**config.mk**
```make
export PLATFORM = sky130hd
export DESIGN_NAME = px_pulse2req
export DESIGN_NICKNAME = d
export VERILOG_FILES = /design/src/rtl/px_pulse2req_pkg.sv /design/src/rtl/px_bit_sync_r.sv /design/src/rtl/px_pulse2req.sv
export SDC_FILE = /design/constraint.sdc
export NUM_CORES = 1
export LEC_CHECK = 0
export ABC_AREA = 0
export CORE_AREA = 3 3 40 42
export DETAILED_ROUTE_END_ITERATION = 10
export DIE_AREA = 0 0 43 45
export PLACE_DENSITY_LB_ADDON = 0.1
export SLEW_MARGIN = 20
export SYNTH_ARGS = -nofsm -noshare
export SYNTH_HDL_FRONTEND = slang
export SYNTH_SLANG_ARGS = --single-unit
```
**constraint.sdc**
```tcl
create_clock -name clk -period 4.8 [get_ports clk]
set_input_delay 1.2 -clock clk [delete_from_list [all_inputs] [get_ports clk]]
set_output_delay 1.2 -clock clk [all_outputs]
set_load 0.005 [all_outputs]
```
**src/rtl/px_pulse2req_pkg.sv**
```systemverilog
// rtl/px_pulse2req_pkg.sv - shared types and constants for the pulse CDC source stage
package px_pulse2req_pkg;

  typedef enum logic [1:0] {
    ST_IDLE    = 2'd0,
    ST_REQ     = 2'd1,
    ST_RELEASE = 2'd2
  } px_state_e;

  localparam int PX_SYNC_DEPTH = 2;

endpackage

```
**src/rtl/px_bit_sync_r.sv**
```systemverilog
// rtl/px_bit_sync_r.sv - multi-flop bit synchroniser with synchronous active-high reset
module px_bit_sync_r
  import px_pulse2req_pkg::*;
#(
  parameter int STAGES = PX_SYNC_DEPTH
) (
  input  logic clk,
  input  logic rst,
  input  logic d,
  output logic q
);

  logic [STAGES-1:0] sync_q;
  logic [STAGES-1:0] sync_d;

  always_comb begin
    sync_d = {sync_q[STAGES-2:0], d};
  end

  always_ff @(posedge clk) begin
    if (rst) begin
      sync_q <= '0;
    end else begin
      sync_q <= sync_d;
    end
  end

  assign q = sync_q[STAGES-1];

endmodule

```
**src/rtl/px_pulse2req.sv**
```systemverilog
// rtl/px_pulse2req.sv - queues event pulses and sends each as a four-phase req/ack transfer
module px_pulse2req
  import px_pulse2req_pkg::*;
#(
  parameter int CNT_W = 4
) (
  input  logic             clk,
  input  logic             rst,
  input  logic             pulse_in,
  input  logic             ack_level,
  output logic             level,
  output logic             busy,
  output logic [CNT_W-1:0] pending,
  output logic             drop
);

  localparam logic [CNT_W-1:0] PEND_MAX = '1;

  px_state_e        state_q, state_d;
  logic [CNT_W-1:0] pending_q, pending_d;
  logic             drop_q, drop_d;
  logic             ack_sync;
  logic             launch;

  px_bit_sync_r #(
    .STAGES(PX_SYNC_DEPTH)
  ) u_ack_sync (
    .clk (clk),
    .rst (rst),
    .d   (ack_level),
    .q   (ack_sync)
  );

  // A high ack_sync in IDLE is a stale acknowledge and blocks launch.
  assign launch = (state_q == ST_IDLE) && !ack_sync &&
                  ((pending_q != '0) || pulse_in);

  always_ff @(posedge clk) begin
    if (rst) begin
      state_q <= ST_IDLE;
    end else begin
      state_q <= state_d;
    end
  end

  always_comb begin
    state_d = state_q;
    unique case (state_q)
      ST_IDLE:    if (launch)    state_d = ST_REQ;
      ST_REQ:     if (ack_sync)  state_d = ST_RELEASE;
      ST_RELEASE: if (!ack_sync) state_d = ST_IDLE;
      default:                   state_d = ST_IDLE;
    endcase
  end

  always_comb begin
    level   = (state_q == ST_REQ);
    busy    = (state_q != ST_IDLE) || (pending_q != '0) || ack_sync;
    pending = pending_q;
    drop    = drop_q;
  end

  // A pulse arriving with a launch replaces the launched queue entry.
  always_comb begin
    pending_d = pending_q;
    drop_d    = 1'b0;
    if (launch) begin
      if ((pending_q != '0) && !pulse_in) begin
        pending_d = pending_q - 1'b1;
      end
    end else if (pulse_in) begin
      if (pending_q != PEND_MAX) begin
        pending_d = pending_q + 1'b1;
      end else begin
        drop_d = 1'b1;
      end
    end
  end

  always_ff @(posedge clk) begin
    if (rst) begin
      pending_q <= '0;
      drop_q    <= 1'b0;
    end else begin
      pending_q <= pending_d;
      drop_q    <= drop_d;
    end
  end

endmodule
```
==> results.sh <==
export IMPL_relSlewSlack_pct=46.2
export IMPL_final_min_clock_period_ps=3170
export IMPL_wl_per_cell_um=12.5
export IMPL_synth_cell_types=30
export IMPL_fmax_ghz=0.315
export IMPL_grt_usage_pct=12.4
export IMPL_cts_max_level=1
export IMPL_clkTransAtPathRegs_ps=60
export IMPL_reg2reg_slack_ps=2270
export IMPL_yosys_warnings=0
export IMPL_period_share_pct=66.1
export IMPL_ys_top_cells_by_area="dfxtp_1 39%, or4_4 4.8%, nor3_1 4.3%"
export IMPL_reg2reg_to="pending[2]"
export IMPL_cts_sinks=9
export IMPL_drv_cap=0
export IMPL_cts_tree="built"
export IMPL_worstPathRequired_ps=3600
export IMPL_syn_cell_area_um2=467
export IMPL_syn_inst=54
export IMPL_dp_cells=75
export IMPL_postLayoutSetupSlackWorst_ps=1630
export IMPL_rows=13
export IMPL_io_buffers=10
export IMPL_drt_total_wl_um=987
export IMPL_grt_max_degree=11
export IMPL_fin_util_pct=45.8
export IMPL_startpoint="pending[1]"
export IMPL_fin_setup_tns_ps=0
export IMPL_yosysTopAreaCellShare_pct=38.6
export IMPL_worst_pin_slew_ps=800
export IMPL_avgSynthCellArea_um2=8.64
export IMPL_cpPeakStageDelay_ps=730
export IMPL_hpwl_um=675
export IMPL_die_area_um2=1940
export IMPL_synth_fp_nets=59
export IMPL_path_cells="nor4_1 > nand2_1 > clkdlybuf4s50_1"
export IMPL_cp_data_arrival_time_ps=1970
export IMPL_post_cts_buffers=0
export IMPL_nNetsFinal=70
export IMPL_holdPathEnd="u_ack_sync.sync_q[1]"
export IMPL_ctsHoldBuffers=0
export IMPL_drc=0
export IMPL_power_density_nw_per_um2=373
export IMPL_cts_root_buf="clkbuf_4"
export IMPL_dieHeight_um=45
export IMPL_startpoint_type="flop"
export IMPL_ff2ff_path_depth=8
export IMPL_r2r_start="pending[1]"
export IMPL_final_area_um2=588
export IMPL_grt_pass1_vias=415
export IMPL_num_io_pins=11
export IMPL_hp_start="u_ack_sync.sync_q[0]"
export IMPL_antenna_cells=0
export IMPL_syn_to_final_growth_pct=26.0
export IMPL_dpl_cell_area_um2=562
export IMPL_gp_congestion=0.752
export IMPL_initial_core_util_pct=36.3
export IMPL_worstSetupPathType="reg -> out"
export IMPL_grt_overflow_total=0
export IMPL_crit_path_max_fanout=10
export IMPL_rsz0062_at_grt="no"
export IMPL_ys_ff_latch=9
export IMPL_fillers=138
export IMPL_finalHoldViolCount=0
export IMPL_drive_above_1_share_pct=12.5
export IMPL_cts_buffers=3
export IMPL_endpoint_kind="primary output"
export IMPL_core_um2=1280
export IMPL_detail_route_antenna_nets=0
export IMPL_final_cells=79
export IMPL_leakagePower_nw=0.209
export IMPL_status="complete, no violations"
export IMPL_cts_repair_resized=0
export IMPL_setup_viol=0
export IMPL_pre_cts_ws_ps=1650
export IMPL_clkLatencyLatePin_ps=270
export IMPL_die_w_um=43
export IMPL_synth_seq_area_share_pct=38.6
export IMPL_synth_area_leader_cell="dfxtp_1"
export IMPL_firstDrtPassIters=4
export IMPL_num_vias=431
export IMPL_maxSlewViolCount=0
export IMPL_skew_ps=1.12
export IMPL_grt_pass1_wl_mm=1.76
export IMPL_cp_slowest_cell="nor4_1"
export IMPL_ir_drop_uv=131
export IMPL_hold_class="reg -> reg"
export IMPL_drtIter0Drc=11
export IMPL_hold_path_depth=1
export IMPL_antenna_found_initial=0
export IMPL_via_per_inst=5.46
export IMPL_cts_max_path_buffers=2
worst max path at each step:
stage / end / slack [ps] / cells after the start
2_1_floorplan: pending[2] / 2300 / 7
3_3_place_gp: pending[2] / 1660 / 8
3_5_place_dp: pending[2] / 1650 / 8
4_1_cts: busy / 1640 / 3
5_1_grt: busy / 1480 / 3
6_report: busy / 1630 / 3
flip-flops by register name, indices dropped and copies added (netlist names):
register	cells
state_q	2
u_ack_sync.sync_q	2
pending	4
drop	1
placed cells by master, fill, tap and decap left out, drive strengths merged:
cell type / count
nor3b: 1
a21oi: 2
or4: 2
inv: 1
nor4: 3
ha: 1
nor3: 4
and3: 1
dfxtp: 9
o21ai: 2
o211ai: 1
xnor2: 1
clkdlybuf4s50: 10
a21o: 1
or3: 2
o31ai: 1
nand2b: 1
nand3: 3
nor2: 3
nand4: 1
o21a: 1
nand2: 3
o31a: 1
a31oi: 1
a32oi: 1
nor2b: 2
and2b: 1
clkbuf: 4
layout make-up:
class	count	area, µm²	area share [%]
Timing Repair Buffer	10	100	17.0
Tap cell	15	18.8	3.19
Multi-Input combinational cell	40	259	44.0
Clock buffer	4	26.3	4.47
Sequential cell	9	180	30.6
Inverter	1	3.75	0.638
metrics by stage:
stage / total power (W) / hold WS (ps)
5_1_grt: 0.000232 / 473
3_3_place_gp: 0.000158 / 418
6_report: 0.000219 / 440
4_1_cts: 0.000220 / 445
3_5_place_dp: 0.000158 / 430
2_1_floorplan: 0.000133 / 414
layer usage:
layer	part of all wire [%]	vias up	GRT usage [%]
met5	0	-	0
met4	3.7	0	10.8
met3	5.9	5	2.39
met2	40	13	17.1
met1	50	191	16.5
li1	-	222	-
logic make-up (layout without fill, tap and decap cells):
logic type      Yosys count  in the layout  synth area share [%]
simple gates             27             27                  34.0
flops                     9              9                  38.6
xor+xnor                  1              1                  1.88
buf+inv                   5             15                  5.90
compound gates           11             11                  16.9
fa+ha+maj                 1              1                  2.68
critical path, delay by kind of cell (launching register included):
family,cells,cell delay (ps)
buffers and inverters,1,470
flip-flops,1,400
AND/OR/NAND/NOR,2,830
cell usage after synthesis, drive strengths merged:
cell    number
dfxtp        9
nor3         4
nand2        3
nand3        3
nor2         3
nor4         3
a21oi        2
buf          2
clkbuf       2
nor2b        2
o21ai        2
or3          2
or4          2
a21o         1
a31oi        1
a32oi        1
and2b        1
and3         1
ha           1
inv          1
nand2b       1
nand4        1
nor3b        1
o211ai       1
o21a         1
o31a         1
o31ai        1
xnor2        1
power by group:
group / total (W) / internal [W] / switching, W
clock: 0.0000612 / 0.0000322 / 0.0000290
combinational: 0.0000639 / 0.0000359 / 0.0000280
sequential: 0.0000940 / 0.0000812 / 0.0000128
total: 0.000219 / 0.000149 / 0.0000698
No activity file was read; power rests on OpenSTA's default activity.
